[src/rtl/alarm_player_if.sv]
// Signal bundle between an alarm setter and the melody player.
// The setter drives the play/stop levels; the player returns tone and progress.
interface alarm_player_if;
    logic       alarm_do;
    logic       middle;
    logic       buzzer;
    logic       playing;
    logic [2:0] note_idx;
    logic [3:0] loop_cnt;
    logic       done;

    modport master (
        output alarm_do,
        output middle,
        input  buzzer,
        input  playing,
        input  note_idx,
        input  loop_cnt,
        input  done
    );

    modport slave (
        input  alarm_do,
        input  middle,
        output buzzer,
        output playing,
        output note_idx,
        output loop_cnt,
        output done
    );
endinterface

[src/rtl/alarm_player.sv]
// Eight-note square-wave alarm melody, repeated LOOPS times per rising edge of alarm_do.
// A rising edge of middle aborts playback; all outputs are registered.
module alarm_player #(
    parameter int unsigned NOTE_CYCLES = 240,
    parameter int unsigned GAP_CYCLES  = 24,
    parameter int unsigned LOOPS       = 3
) (
    input logic            newclk,
    input logic            rst,
    alarm_player_if.slave  bus
);
    localparam int unsigned MaxCyc = (NOTE_CYCLES > GAP_CYCLES) ? NOTE_CYCLES : GAP_CYCLES;
    localparam int unsigned CycW   = $clog2(MaxCyc);

    typedef enum logic [1:0] {StIdle, StPlay, StGap} state_e;

    state_e           state_q;
    logic             do_q, middle_q;
    logic [CycW-1:0]  cyc_q;
    logic [2:0]       tone_q;
    logic             buzzer_q, playing_q, done_q;
    logic [2:0]       note_idx_q;
    logic [3:0]       loop_cnt_q;

    logic             do_rise, stop_rise;
    logic [2:0]       half;

    // Half-period per note; zero marks a rest.
    function automatic logic [2:0] half_rom(input logic [2:0] idx);
        case (idx)
            3'd0:    return 3'd6;
            3'd1:    return 3'd5;
            3'd2:    return 3'd4;
            3'd3:    return 3'd4;
            3'd4:    return 3'd3;
            3'd5:    return 3'd3;
            3'd6:    return 3'd2;
            default: return 3'd0;
        endcase
    endfunction

    assign do_rise   = bus.alarm_do & ~do_q;
    assign stop_rise = bus.middle & ~middle_q;
    assign half      = half_rom(note_idx_q);

    always_ff @(posedge newclk) begin
        if (rst) begin
            state_q    <= StIdle;
            do_q       <= 1'b1;
            middle_q   <= 1'b1;
            cyc_q      <= '0;
            tone_q     <= '0;
            buzzer_q   <= 1'b0;
            playing_q  <= 1'b0;
            note_idx_q <= '0;
            loop_cnt_q <= '0;
            done_q     <= 1'b0;
        end else begin
            do_q     <= bus.alarm_do;
            middle_q <= bus.middle;
            done_q   <= 1'b0;
            unique case (state_q)
                StIdle: begin
                    // A stop edge in the same cycle suppresses the trigger.
                    if (do_rise && !stop_rise) begin
                        state_q    <= StPlay;
                        cyc_q      <= '0;
                        tone_q     <= '0;
                        buzzer_q   <= 1'b0;
                        playing_q  <= 1'b1;
                        note_idx_q <= '0;
                        loop_cnt_q <= '0;
                    end
                end
                StPlay: begin
                    if (stop_rise) begin
                        state_q    <= StIdle;
                        cyc_q      <= '0;
                        tone_q     <= '0;
                        buzzer_q   <= 1'b0;
                        playing_q  <= 1'b0;
                        note_idx_q <= '0;
                        loop_cnt_q <= '0;
                    end else if (cyc_q == CycW'(NOTE_CYCLES - 1)) begin
                        state_q  <= StGap;
                        cyc_q    <= '0;
                        tone_q   <= '0;
                        buzzer_q <= 1'b0;
                    end else begin
                        cyc_q <= cyc_q + CycW'(1);
                        if (half != 3'd0) begin
                            if (tone_q == half - 3'd1) begin
                                tone_q   <= '0;
                                buzzer_q <= ~buzzer_q;
                            end else begin
                                tone_q <= tone_q + 3'd1;
                            end
                        end
                    end
                end
                StGap: begin
                    if (stop_rise) begin
                        state_q    <= StIdle;
                        cyc_q      <= '0;
                        playing_q  <= 1'b0;
                        note_idx_q <= '0;
                        loop_cnt_q <= '0;
                    end else if (cyc_q == CycW'(GAP_CYCLES - 1)) begin
                        cyc_q  <= '0;
                        tone_q <= '0;
                        if (note_idx_q != 3'd7) begin
                            state_q    <= StPlay;
                            note_idx_q <= note_idx_q + 3'd1;
                        end else if (loop_cnt_q != 4'(LOOPS - 1)) begin
                            state_q    <= StPlay;
                            note_idx_q <= '0;
                            loop_cnt_q <= loop_cnt_q + 4'd1;
                        end else begin
                            state_q    <= StIdle;
                            playing_q  <= 1'b0;
                            note_idx_q <= '0;
                            loop_cnt_q <= '0;
                            done_q     <= 1'b1;
                        end
                    end else begin
                        cyc_q <= cyc_q + CycW'(1);
                    end
                end
                default: state_q <= StIdle;
            endcase
        end
    end

    assign bus.buzzer   = buzzer_q;
    assign bus.playing  = playing_q;
    assign bus.note_idx = note_idx_q;
    assign bus.loop_cnt = loop_cnt_q;
    assign bus.done     = done_q;
endmodule

[src/flat_wrapper.sv]
// flat-port wrapper written by rule: the top's interface ports become plain ports
module alarm_player_flat 
#(
    parameter int unsigned NOTE_CYCLES = 240,
    parameter int unsigned GAP_CYCLES  = 24,
    parameter int unsigned LOOPS       = 3
)
  (newclk, rst, bus_alarm_do, bus_middle, bus_buzzer, bus_playing, bus_note_idx, bus_loop_cnt, bus_done);
  alarm_player_if bus_i ();
  input logic newclk;
  input logic rst;
  input wire logic [$bits(bus_i.alarm_do)-1:0] bus_alarm_do;
  input wire logic [$bits(bus_i.middle)-1:0] bus_middle;
  output wire logic [$bits(bus_i.buzzer)-1:0] bus_buzzer;
  output wire logic [$bits(bus_i.playing)-1:0] bus_playing;
  output wire logic [$bits(bus_i.note_idx)-1:0] bus_note_idx;
  output wire logic [$bits(bus_i.loop_cnt)-1:0] bus_loop_cnt;
  output wire logic [$bits(bus_i.done)-1:0] bus_done;
  assign bus_i.alarm_do = bus_alarm_do;
  assign bus_i.middle = bus_middle;
  assign bus_buzzer = bus_i.buzzer;
  assign bus_playing = bus_i.playing;
  assign bus_note_idx = bus_i.note_idx;
  assign bus_loop_cnt = bus_i.loop_cnt;
  assign bus_done = bus_i.done;
  alarm_player #(.NOTE_CYCLES(NOTE_CYCLES), .GAP_CYCLES(GAP_CYCLES), .LOOPS(LOOPS)) u_core (.newclk(newclk), .rst(rst), .bus(bus_i));
endmodule
[config.mk]
export PLATFORM = sky130hd
export DESIGN_NAME = alarm_player_flat
export DESIGN_NICKNAME = d
export VERILOG_FILES = /design/src/rtl/alarm_player_if.sv /design/src/rtl/alarm_player.sv /design/src/flat_wrapper.sv
export SDC_FILE = /design/constraint.sdc
export NUM_CORES = 1
export LEC_CHECK = 0
export CORE_MARGIN = 2
export CORE_UTILIZATION = 30
export DETAILED_ROUTE_END_ITERATION = 7
export HOLD_SLACK_MARGIN = 0.1
export SYNTH_ARGS = -nofsm -noshare
export SYNTH_HDL_FRONTEND = slang
export SYNTH_SLANG_ARGS = --single-unit
export TNS_END_PERCENT = 10
[constraint.sdc]
create_clock -name newclk -period 4.5 [get_ports newclk]
set_input_delay 0.9 -clock newclk [delete_from_list [all_inputs] [get_ports newclk]]
set_output_delay 0.9 -clock newclk [all_outputs]
set_load 0.1 [all_outputs]
==> reports/results.md <==
| Metric | This run | Unit |
|---|---|---|
| Number of buffers on the longest clock path | 2 | - |
| Highest Clock Rate | 359 | MHz |
| Highest-delay cell along the critical path | clkdlybuf4s50_1 | - |
| Cells after synthesis | 194 | - |
| Fill count | 536 | - |
| Clock power share | 22.7 | % |
| Port-buffer cells | 13 | - |
| Area delta synth->final | 14.1 | % |
| Count of inserted antenna diode cells | 0 | - |
| Number of antenna violations at the first check in global routing | 0 | - |
| Switch share | 40.4 | % |
| Top-level I/O count | 14 | - |
| Clk sink count | 25 | - |
| Warnings from Yosys | 0 | - |
| Setup violations, final | 0 | - |
| Total buffers and inverters traversed by the critical path | 1 | - |
| Final Wtd Congestion | 0.772 | - |
| Largest fanout of any net on the critical path | 7 | - |
| Post-Syn Nets | 215 | - |
| Global route total overflow | 0 | - |
| Detailed Place HPWL | 2600 | µm |
| Vias/cell | 5.34 | - |
| Critical path class | reg -> out | - |
| Power density of the placed cells | 326 | mW/mm² |
| Length of the first detailed-routing pass in iterations | 4 | - |
| Highest cell delay on the worst timing path | 1.17 | ns |
| Netlist area before placement | 0.00163 | mm² |
| Max Transition Viols Final | 0 | - |
| Cell internal power dissipation | 0.362 | mW |
| Die Span X | 77.8 | µm |
| Worst IR drop on VDD | 0.249 | mV |
| Main area contributors after synthesis | dfxtp_1 31%, ha_1 13%, a21oi_1 4.0% | - |
| Register clock-pin slew on the reported worst setup and hold paths | 0.09 | ns |
| Critical Path End Type | output port | - |
| Worst EP arrival | 1.89 | ns |
| Core area | 0.00517 | mm² |
| Commonest cells post-synth | 25 x dfxtp_1, 17 x ha_1, 17 x nor2_1, 13 x a21oi_1, 11 x nand2_1 | - |
| Sequential cell fraction of total power | 40.0 | % |
| Initial Util | 31.6 | % |
| Fin nets | 226 | - |
| Starting DRC count in detailed routing | 142 | - |
| Post-detailed-placement cell area | 0.00182 | mm² |
| Clock tree from TritonCTS | yes | - |
| DRT antenna net count | 0 | - |
| Max Clock Skew | 0.00393 | ns |
| Part of the power in combinational logic | 37.2 | % |
| Clk_lat worst skew | 0.27 | ns |
| Final Cycle Share | 61.9 | % |
| Die extent in y | 77.8 | µm |
| Area of the die | 0.00605 | mm² |
| Post-synthesis sequential element count | 25 | - |
| Path type of the worst min-delay path | reg -> reg | - |
| Headroom to the max-slew limit | 34.9 | % |
| Total global routing track utilization | 11.9 | % |
| Final count of hold timing violations | 0 | - |
| Proportion of synthesized chip area in sequential cells | 30.7 | % |
| Slew at the pin closest to its max-slew limit | 0.973 | ns |
| Total negative setup slack | 0 | ns |
| Result of the run | complete, no violations | - |
| Primary FF master, synth | dfxtp_1 | - |
| Master cell of the clock root buffer | clkbuf_8 | - |
| List of cells traversed by the critical path | clkdlybuf4s50_1 | - |
| Post-route DRC | 0 | - |
| Placement row count | 26 | - |
| Static power due to leakage | 0.625 | nW |
| Number of buffers created by CTS | 3 | - |
| Hold_buf cts | 0 | - |
| Count of different cell masters after synthesis | 48 | - |
| Aggregate routed wire length | 3600 | µm |
| Post-CTS setup buffers | 0 | - |
| Top Family by Delay on Critical Path | buffers and inverters | - |
| Synthesized area per cell | 8.42 | µm² |
| Area share of the largest cell type after synthesis | 30.7 | % |
| Unrepaired setup endpoints after global routing | false | - |
| Layout cell share with drive strength beyond 1 | 6.86 | % |
| Shortest clock period the worst path allows after layout | 2.79 | ns |
| Post-DR wirelength/cell | 13.1 | µm |
| Crit start category | flop | - |
| Vias after detailed routing | 1462 | - |
| Post-cts repair resize count | 0 | - |
| Count of max-cap constraint violations | 0 | - |
| Data required time at the worst endpoint | 3.60 | ns |
| Pin count of the biggest net entering global routing | 19 | - |
| Design Area, Final | 0.00186 | mm² |
| Number of global-route vias before repair | 1301 | - |
| Number of enable-type register cells in the synthesized netlist | 0 | - |
| Wire length of the first global-routing pass | 5990 | µm |
| Proportion of synthesized flip-flops having asynchronous set or reset | 0 | % |
| Most common cell in the netlist | dfxtp_1 | - |
| Synth area leader | dfxtp_1 | - |
| Net switching power | 0.245 | mW |
| Depth of the CTS H-tree | 1 | - |
## worst register-to-register path, stage by stage, from the launching register on
cell and delay (ns):
dfxtp_1 0.43, inv_1 0.09, ha_1 0.22, or3_1 0.37
a21oi_1 0.17, ha_1 0.25, xor2_1 0.14, nand2_1 0.08
o21bai_1 0.09, or4b_2 0.62, o211ai_1 0.11
## cell families after synthesis
kind of cell	synth area share, %
buffers and inverters	4.75
multiplexers	1.92
XOR/XNOR	3.22
AO/OA/AOI/OAI	18.2
adder cells (fa/ha/maj)	13.0
AND/OR/NAND/NOR	28.2
flip-flops	30.7
## layout by cell type, fill, tap and decap left out, types with 3 or more instances in the layout
cell / count
dfxtp_1: 25
or4_1: 5
nor2_1: 17
nand2_1: 11
nand4b_1: 4
clkbuf_8: 3
a211oi_1: 3
nand3_1: 7
a31oi_1: 4
or3_1: 6
nor2b_1: 3
xor2_1: 4
ha_1: 17
o211ai_1: 4
o31ai_1: 3
inv_1: 10
nand2b_1: 3
nor3_1: 4
o21ai_0: 6
clkdlybuf4s50_1: 13
nand4_1: 7
a21oi_1: 13
## sequential cells by signal (all words and copies together) (netlist names)
signal / cells
u_core.cyc_q: 8
u_core.middle_q: 1
u_core.bus.note_idx: 3
u_core.bus.loop_cnt: 4
u_core.bus.buzzer: 1
u_core.bus.done: 1
u_core.tone_q: 3
u_core.state_q: 2
u_core.bus.playing: 1
u_core.do_q: 1
## per-stage QoR
stage	utilization [%]	worst slack (ns)	cells	power (mW)	hold slack (ns)
after global routing	36.0	1.54	274	0.637	0.515
after global placement	35.1	1.51	270	0.469	0.477
after floorplan	-	1.30	194	0.417	0.460
after CTS	36.0	1.69	274	0.609	0.497
after detailed placement	35.1	1.45	270	0.470	0.484
final	36.0	1.71	274	0.607	0.495
## path summary, 6_finish.rpt
kind,cells after the start,slack (ns),startpoint,endpoint
worst max-delay path,1,1.71,u_core.bus.loop_cnt[2],bus_loop_cnt[2]
worst min-delay path,2,0.49,u_core.cyc_q[1],u_core.cyc_q[1]
worst max register to register,10,1.85,u_core.bus.note_idx[0],u_core.tone_q[2]
worst min register to register,2,0.49,u_core.cyc_q[1],u_core.cyc_q[1]
## per-layer routing
metal	up-vias	share of wire, %	global-route usage [%]
li1	731	-	-
met1	700	50	16.7
met2	29	45	18.6
met3	2	3.6	2.44
met4	0	1.0	3.21
met5	-	0	0
## power groups by stage
stage | logic [mW] | clock network, mW | registers (mW)
floorplan | 0.140 | 0 | 0.277
global placement | 0.221 | 0 | 0.248
detailed placement | 0.222 | 0 | 0.248
CTS | 0.224 | 0.142 | 0.243
global route | 0.247 | 0.145 | 0.245
finish | 0.226 | 0.138 | 0.243
## layout make-up
class | count | area, µm² | area share [%]
Tap cell | 70 | 87.6 | 4.70
Sequential cell | 25 | 500 | 26.9
Timing Repair Buffer | 14 | 138 | 7.39
Clock buffer | 4 | 45.0 | 2.42
Inverter | 10 | 37.5 | 2.01
Multi-Input combinational cell | 151 | 1050 | 56.6
Power figures use the tool's default switching activity.
